**config.mk**
```make
export PLATFORM = sky130hd
export DESIGN_NAME = systolic_seq_ctrl
export DESIGN_NICKNAME = d
export VERILOG_FILES = /design/src/rtl/systolic_pkg.sv /design/src/rtl/systolic_seq_ctrl_phase_counter.sv /design/src/rtl/systolic_seq_ctrl.sv
export SDC_FILE = /design/constraint.sdc
export NUM_CORES = 1
export LEC_CHECK = 0
export CORE_ASPECT_RATIO = 1.5
export CORE_UTILIZATION = 41
export CTS_CLUSTER_DIAMETER = 50
export DETAILED_ROUTE_END_ITERATION = 8
export PLACE_DENSITY = 0.72
export SETUP_SLACK_MARGIN = 0.15
export SLEW_MARGIN = 0
export SYNTH_ARGS = -nofsm -noshare
export SYNTH_HDL_FRONTEND = slang
export SYNTH_SLANG_ARGS = --single-unit
```
**constraint.sdc**
```tcl
create_clock -name clk -period 1.5 [get_ports clk]
set_input_delay 0.225 -clock clk [delete_from_list [all_inputs] [get_ports clk]]
set_output_delay 0.225 -clock clk [all_outputs]
set_load 0.02 [all_outputs]
```
**src/rtl/systolic_pkg.sv**
```systemverilog
`default_nettype none
// +----------------------------------------------------------------------+
// | systolic_pkg                                                         |
// | Shared types and constants for the systolic array sequencer.         |
// | Revision: 1.0                                                        |
// +----------------------------------------------------------------------+
package systolic_pkg;

    localparam int DIM_W      = 5;
    localparam int MIN_DIM_M1 = 3;

    typedef enum logic [2:0] {
        IDLE    = 3'd0,
        LOAD_W  = 3'd1,
        COMPUTE = 3'd2,
        DRAIN   = 3'd3,
        DONE    = 3'd4
    } seq_state_t;

endpackage
`default_nettype wire

```
**src/rtl/systolic_seq_ctrl_phase_counter.sv**
```systemverilog
`default_nettype none
// +----------------------------------------------------------------------+
// | phase_counter                                                        |
// | Row counter that wraps to zero on an increment at the programmed max.|
// | Revision: 1.0                                                        |
// +----------------------------------------------------------------------+
module phase_counter #(
    parameter int DIM_W = systolic_pkg::DIM_W
) (
    input  logic             clk,
    input  logic             rst_n,
    input  logic             clr,
    input  logic             inc,
    input  logic [DIM_W-1:0] max,
    output logic [DIM_W-1:0] value,
    output logic             is_max
);

    logic [DIM_W-1:0] r_value;
    logic             w_at_max;

    assign w_at_max = (r_value == max);

    // Equality wrap keeps max = all-ones clean without relying on overflow.
    always_ff @(posedge clk or negedge rst_n) begin
        if (!rst_n) begin
            r_value <= '0;
        end else if (clr) begin
            r_value <= '0;
        end else if (inc) begin
            r_value <= w_at_max ? '0 : r_value + 1'b1;
        end
    end

    assign value  = r_value;
    assign is_max = w_at_max;

endmodule
`default_nettype wire

```
**src/rtl/systolic_seq_ctrl.sv**
```systemverilog
`default_nettype none
// +----------------------------------------------------------------------+
// | systolic_seq_ctrl                                                    |
// | Weight-load / stream / drain sequencer for the DiP systolic array.   |
// | Revision: 1.0                                                        |
// +----------------------------------------------------------------------+
module systolic_seq_ctrl #(
    parameter int DIM_W = 5
) (
    input  logic             clk,
    input  logic             rst_n,
    input  logic             start,
    input  logic [DIM_W-1:0] cfg_dim,
    input  logic             abort,
    input  logic             in_avail,
    input  logic             out_ready,
    output logic             busy,
    output logic             cfg_err,
    output logic             w_load_en,
    output logic             in_valid,
    output logic             out_valid,
    output logic [DIM_W-1:0] row_idx,
    output logic             array_en,
    output logic             acc_clear,
    output logic             done
);

    import systolic_pkg::*;

    seq_state_t       r_state;
    seq_state_t       w_next_state;
    logic [DIM_W-1:0] r_dim_q;
    logic             r_cfg_err;
    logic             r_acc_clear;
    logic             w_idle;
    logic             w_start_ok;
    logic             w_start_bad;
    logic             w_abort;
    logic             w_cnt_clr;
    logic             w_cnt_inc;
    logic [DIM_W-1:0] w_cnt_value;
    logic             w_cnt_is_max;

    assign w_idle      = (r_state == IDLE);
    assign w_start_ok  = w_idle && start && (cfg_dim >= DIM_W'(MIN_DIM_M1));
    assign w_start_bad = w_idle && start && (cfg_dim <  DIM_W'(MIN_DIM_M1));
    assign w_abort     = abort && !w_idle;

    assign w_cnt_clr = w_start_ok || w_abort;
    assign w_cnt_inc = (r_state == LOAD_W)
                    || ((r_state == COMPUTE) && in_avail)
                    || ((r_state == DRAIN)   && out_ready);

    phase_counter #(
        .DIM_W (DIM_W)
    ) u_phase_counter (
        .clk    (clk),
        .rst_n  (rst_n),
        .clr    (w_cnt_clr),
        .inc    (w_cnt_inc),
        .max    (r_dim_q),
        .value  (w_cnt_value),
        .is_max (w_cnt_is_max)
    );

    always_ff @(posedge clk or negedge rst_n) begin
        if (!rst_n) begin
            r_state <= IDLE;
        end else begin
            r_state <= w_next_state;
        end
    end

    always_comb begin
        w_next_state = r_state;
        case (r_state)
            IDLE:    if (w_start_ok)                    w_next_state = LOAD_W;
            LOAD_W:  if (w_cnt_is_max)                  w_next_state = COMPUTE;
            COMPUTE: if (in_avail && w_cnt_is_max)      w_next_state = DRAIN;
            DRAIN:   if (out_ready && w_cnt_is_max)     w_next_state = DONE;
            DONE:                                       w_next_state = IDLE;
            default:                                    w_next_state = IDLE;
        endcase
        // Cancel outranks every phase transition, including the DONE exit.
        if (w_abort) begin
            w_next_state = IDLE;
        end
    end

    // Job dimension is frozen at start so host-side cfg_dim churn is harmless.
    always_ff @(posedge clk or negedge rst_n) begin
        if (!rst_n) begin
            r_dim_q     <= '0;
            r_cfg_err   <= 1'b0;
            r_acc_clear <= 1'b0;
        end else begin
            if (w_start_ok) begin
                r_dim_q <= cfg_dim;
            end
            r_cfg_err   <= w_start_bad;
            r_acc_clear <= w_start_ok;
        end
    end

    always_comb begin
        busy      = !w_idle;
        cfg_err   = r_cfg_err;
        acc_clear = r_acc_clear;
        w_load_en = 1'b0;
        in_valid  = 1'b0;
        out_valid = 1'b0;
        array_en  = 1'b0;
        done      = 1'b0;
        row_idx   = w_cnt_value;
        case (r_state)
            LOAD_W: begin
                w_load_en = 1'b1;
                array_en  = 1'b1;
            end
            COMPUTE: begin
                in_valid = in_avail;
                array_en = in_avail;
            end
            DRAIN: begin
                out_valid = 1'b1;
                array_en  = out_ready;
            end
            DONE: begin
                done = 1'b1;
            end
            default: begin
                busy = 1'b0;
            end
        endcase
    end

endmodule
`default_nettype wire

```
==> results of run 1 <==
## per-layer routing
metal | GRT usage | wire length [um] | vias to the layer above
li1 | - | - | 392
met1 | 0.273 | 886 | 386
met2 | 0.380 | 1340 | 23
met3 | 0.0237 | 68 | 5
met4 | 0.113 | 29 | 0
met5 | 0 | 0 | -
## power groups by stage
stage	registers, mW	logic [mW]	clock network, mW
after global routing	0.633	1.30	0.256
after floorplan	0.624	0.544	0
after detailed placement	0.615	0.896	0
after global placement	0.612	0.881	0
after CTS	0.597	1.07	0.236
final	0.623	1.22	0.232
## stage by stage
step | instance area (um^2) | setup TNS, ns | power [mW] | setup slack, ns | hold WS, ns
3_3_place_gp | 1180 | -3.23 | 1.49 | -0.417 | 0.514
3_5_place_dp | 1180 | -3.26 | 1.51 | -0.416 | 0.512
4_1_cts | 1330 | -0.0626 | 1.90 | -0.0626 | 0.247
2_1_floorplan | 860 | 0 | 1.17 | 0.0428 | -0.0706
5_1_grt | 1430 | -0.786 | 2.19 | -0.139 | 0.255
6_report | 1430 | -0.143 | 2.08 | -0.0655 | 0.244
## critical path, cell delays in order, from the launching register on
cell and delay [ns]:
dfrtp_1 0.42, or2b_1 0.29, a31oi_4 0.15, inv_1 0.05
buf_2 0.15
## flip-flops by register name, indices dropped and copies added (netlist names)
name / flops
r_state: 3
cfg_err: 1
acc_clear: 1
r_dim_q: 5
u_phase_counter.value: 5
## path summary, 6_finish.rpt
kind | start | endpoint | slack, ns | cells after the start
max | r_state[1] | array_en | -0.07 | 4
min | rst_n | r_dim_q[1] | 0.24 | 2
max reg2reg | r_state[0] | u_phase_counter.value[3] | -0.02 | 5
min reg2reg | r_dim_q[2] | r_dim_q[2] | 0.57 | 1
max in group asynchronous | rst_n | u_phase_counter.value[0] | 1.07 | 2
min in group clk | cfg_dim[0] | r_dim_q[0] | 0.32 | 2
## layout by cell type, fill, tap and decap left out, types with 2 or more instances in the layout
cell,count
clkdlybuf4s50_1,9
a21oi_1,2
mux2_4,4
o211ai_1,2
dfrtp_1,12
buf_6,8
inv_1,3
nor2_1,6
o21ai_0,3
xnor2_2,5
nand3_1,4
buf_4,24
dfrtp_2,3
dlygate4sd2_1,6
buf_2,3
nor3_4,2
inv_4,2
or3_1,3
clkbuf_4,3
## cells in the mapped netlist, types with 2 or more instances
cell,instances,area share
nand3_1,6,0.037
a21oi_1,3,0.018
mux2_1,4,0.055
nor3_1,3,0.018
xnor2_1,6,0.064
inv_2,2,0.0092
inv_1,3,0.014
o211ai_1,2,0.018
or3_1,3,0.023
nand2_1,2,0.0092
dfrtp_1,15,0.46
o21ai_0,3,0.018
nor2_1,6,0.028
## logic make-up (layout without fill, tap and decap cells)
family / Yosys count / in the layout / synth area share
fa+ha+maj: 1 / 1 / 0.0153
compound gates: 16 / 16 / 0.167
simple gates: 27 / 27 / 0.183
flops: 15 / 15 / 0.460
mux: 5 / 5 / 0.0675
xor+xnor: 6 / 6 / 0.0644
buf+inv: 7 / 60 / 0.0429
## layout make-up
cell class / count / area, um^2
Sequential cell: 15 / 379
Multi-Input combinational cell: 55 / 543
Fill cell: 122 / 423
Clock buffer: 4 / 26.3
Inverter: 5 / 23.8
Timing Repair Buffer: 51 / 433
Tap cell: 21 / 26.3
## what timing repair did
action | CTS | global route
setup buffers | 13 | 4
pin swaps | 8 | 3
resized for setup | 51 | 18
endpoints found under the setup margin | 26 | 21
==> run_results.csv, run 1 <==
group,metric,value,unit
power,peakVddDrop,912,uV
place,dp_hpwl,1420,um
logic_synthesis,syn_area,816,um^2
critical_path,critical_path_class,"reg2out",
critical_path,worstPathMaxFanout,5,
clocking,cts.sinks,15,
clocking,cts_buffers,3,
sta,setup_slack,-0.0655,ns
die,die_area,2180,um^2
global_route,grt_use_total,0.226,
global_route,grt_max_degree,16,
clocking,worstSkewPairLatency,0.28,ns
clocking,cts.clk_slew.worst_paths,0.09,ns
power,p_sw_frac,0.385,
critical_path,worstPathArrival,1.34,ns
logic_synthesis,synth_warnings,0,
final_layout,area.growth.synth_to_final,75.5,%
final_layout,fin_nets,143,
die,core.rowCount,19,
place,dp_cells,130,
sta,slew_viol_final,0,
logic_synthesis,syn_avg_cell_area,10.6,um^2
detailed_routing,drc,0,
critical_path,startpoint_type,"register",
global_route,grt_first_pass_wirelength,3400,um
power,p_per_area,1450,nW/um^2
detailed_routing,wl_per_cell,15.4,um
die,floorplan.initialDensity,0.440,
sta,setup_viol,6,
detailed_routing,route.vias.total,806,
min_path,holdCritPathClass,"in2async",
sta,fmax,639,MHz
clocking,cts.root.buffer_cell,"clkbuf_4",
logic_synthesis,ys_types,32,
clocking,holdBufCountCts,0,
logic_synthesis,synth_ff_type,"dfrtp_1",
logic_synthesis,synth-edff-count,0,
detailed_routing,drtIter0Drc,22,
sta,tightest_slew,0.268,ns
sta,rsz0062_at_grt,"true",
final_layout,stdcell_count,151,
global_route,overflow,0,
logic_synthesis,synth-seq-area-share,0.460,
power,power_frac_seq,0.300,
clocking,cts_max_path_buffers,2,
run_status,failed_checks,"negative setup slack",
detailed_routing,ant_nets,0,
sta,period_needed,1.57,ns
logic_synthesis,syn-num-nets,89,
die,die-width,38.4,um
run_status,outcome,"finished, violations left",
final_layout,diodes,0,
logic_synthesis,netlist_instances,77,
die,core,1850,um^2
logic_synthesis,async_flop_share,1.00,
logic_synthesis,synth-seq-cells,15,
power,power_frac_comb,0.589,
place,portBuffers,23,
power,power_frac_clock,0.112,
die,die-height,56.6,um
global_route,antenna_found_initial,0,
clocking,cts_tree,"yes",
sta,fin_worst_skew,0.00366,ns
sta,hold_viol,0,
final_layout,utilization,0.772,
detailed_routing,dr.pass1.iters,4,
power,p_leak,0.664,nW
power,p_sw,799,uW
sta,period_share,1.04,
global_route,first_global_vias,766,
power,p_int,1.28,mW
detailed_routing,wl,2320,um
place,gp_congestion,0.757,
run,maxCapViolCount,0,
detailed_routing,viasPerCell,5.34,
clocking,cts_max_level,1,
critical_path,setup.worst_path.end_class,"primary output",
sta,slew_headroom,0.822,
critical_path,worstPathRequired,1.27,ns
die,ios,24,
final_layout,drive_gt1_frac,0.508,
Note: power is estimated with default switching activity, not from simulation.
==> inputs of run 2 (changes only) <==
- CTS_CLUSTER_DIAMETER: 50 -> not set
==> results of run 2 <==
The final DEF is identical to that of run 1; final timing and power are the same.
==> inputs of run 3 (changes only) <==
- CORE_MARGIN: not set -> 2
- RECOVER_POWER: not set -> 50
- TNS_END_PERCENT: not set -> 100
==> run_results.csv, run 3 (same netlist as run 1, synthesis figures left out) <==
group,metric,value,unit
die,die-width,40.4,um
run_status,failed_checks,"negative setup slack",
power,peakVddDrop,958,uV
critical_path,cpPeakStageDelay,0.41,ns
run,maxCapViolCount,0,
sta,tightest_slew,0.817,ns
min_path,holdCritPathClass,"in2reg",
detailed_routing,drtIter0Drc,11,
detailed_routing,dr.pass1.iters,3,
final_layout,utilization,0.733,
final_layout,num-fill-cells,148,
detailed_routing,wl,2230,um
sta,period_share,1.05,
clocking,worstSkewPairLatency,0.29,ns
die,core.rowCount,19,
critical_path,r2r_setup_slack,-0.03,ns
place,portBuffers,23,
final_layout,fin_nets,141,
power,p_sw,755,uW
sta,fmax,636,MHz
die,ios,24,
sta,period_needed,1.57,ns
critical_path,crit_path_cell_trace,"or2b_1, a31oi_4, inv_1, buf_2",
die,floorplan.initialDensity,0.440,
sta,setup_viol,7,
critical_path,worstPathMaxFanout,4,
clocking,cts_buffers,3,
global_route,grt_max_degree,16,
power,p_leak,0.621,nW
place,gp_congestion,0.725,
sta,hold_viol,0,
place,dp_hpwl,1560,um
power,total_power,1.97,mW
power,p_sw_frac,0.383,
clocking,cts_tree,"yes",
critical_path,startpoint_type,"register",
clocking,cts.root.buffer_cell,"clkbuf_4",
run_status,outcome,"finished, violations left",
critical_path,worstPathArrival,1.35,ns
critical_path,reg2reg_depth,5,
sta,slew_viol_final,0,
power,power_frac_comb,0.565,
sta,holdWs,0.342,ns
sta,setup_slack,-0.0725,ns
critical_path,critical_path_class,"reg2out",
global_route,first_global_vias,790,
final_layout,most-common-layout-cells,"buf_4 (24), dfrtp_1 (11), clkdlybuf4s50_1 (8)",
detailed_routing,route.vias.total,809,
min_path,min_path_cells,2,
critical_path,setup.worst_path.end_class,"primary output",
die,core,1850,um^2
detailed_routing,wl_per_cell,14.9,um
sta,fin_worst_skew,0.00156,ns
clocking,cts_max_path_buffers,2,
critical_path,cp_slowest_cell,"dfrtp_1",
power,power_frac_clock,0.122,
power,p_int,1.22,mW
critical_path,worstPathRequired,1.27,ns
power,power_frac_seq,0.313,
detailed_routing,viasPerCell,5.43,
final_layout,multi_input_area,492,um^2
final_layout,seqCellArea,380,um^2
die,die-height,58.6,um
clocking,cts.clk_slew.worst_paths,0.09,ns
die,die_area,2370,um^2
global_route,grt_use_total,0.216,
final_layout,drive_gt1_frac,0.461,
final_layout,diodes,0,
sta,slew_headroom,0.455,
clocking,cts.sinks,15,
global_route,antenna_found_initial,0,
global_route,overflow,0,
clocking,cts_max_level,1,
final_layout,area.growth.synth_to_final,66.6,%
detailed_routing,ant_nets,0,
power,p_per_area,1450,nW/um^2
sta,rsz0062_at_grt,"true",
final_layout,layout_commonest_cell,"buf_4",
detailed_routing,drc,0,
global_route,grt_first_pass_wirelength,3440,um
run 3: cell types whose count changed in the layout (fill, tap and decap cells not counted), sizes merged:
cell and delta:
buf -4, clkdlybuf4s50 -1, clkinv +1, dlygate4sd2 +1, dlygate4sd3 +1
run 3: final timing paths:
kind | startpoint | to
max in group asynchronous | rst_n | u_phase_counter.value[0]
min | cfg_dim[0] | r_dim_q[0]
min in group asynchronous | rst_n | u_phase_counter.value[1]
max | r_state[1] | array_en
max reg2reg | r_state[0] | u_phase_counter.value[3]
min reg2reg | r_dim_q[1] | r_dim_q[1]
run 3: cell type report:
cell class,count,share of cell area
inverters,5,0.0193
clock buffers,3,0.0166
repair buffers,49,0.299
clock inverters,1,0.00368
well taps,21,0.0193
flip-flops and latches,15,0.280
multi-input cells,55,0.362
run 3: worst max-delay path: cells and delay by family, from the launching register on:
kind	cells	cell delay, ns
flops	1	0.41
compound gates	1	0.15
buf+inv	2	0.20
simple gates	1	0.29
run 3: power by group through the flow:
stage                     Clock [mW]  Sequential [mW]  Combinational [mW]
after detailed placement           0            0.622               0.919
after floorplan                    0            0.624               0.544
after global routing           0.264            0.632                1.20
after global placement             0            0.613               0.891
after CTS                      0.244            0.618                1.06
final                          0.240            0.619                1.12
run 3: stage by stage:
stage          cell area (um^2)  TNS [ns]  setup slack [ns]  cells
5_1_grt                    1360    -0.755            -0.133    149
2_1_floorplan               860         0            0.0428     77
4_1_cts                    1300    -0.254           -0.0892    145
3_5_place_dp               1200     -3.63            -0.427    133
3_3_place_gp               1200     -3.24            -0.419    133
6_report                   1360    -0.162           -0.0725    149
run 3: repair_timing:
action                     in CTS  in global routing
setup endpoints to repair      26                 21
gates resized for setup        45                 12
pin swaps                       5                  6
setup buffers                   8                  4
hold buffers                    0                  0
run 3: layer usage:
metal / routed length [um] / track usage
met1: 838 / 0.248
met2: 1280 / 0.383
met3: 66 / 0.0226
met4: 40 / 0.0857
met5: 0 / 0
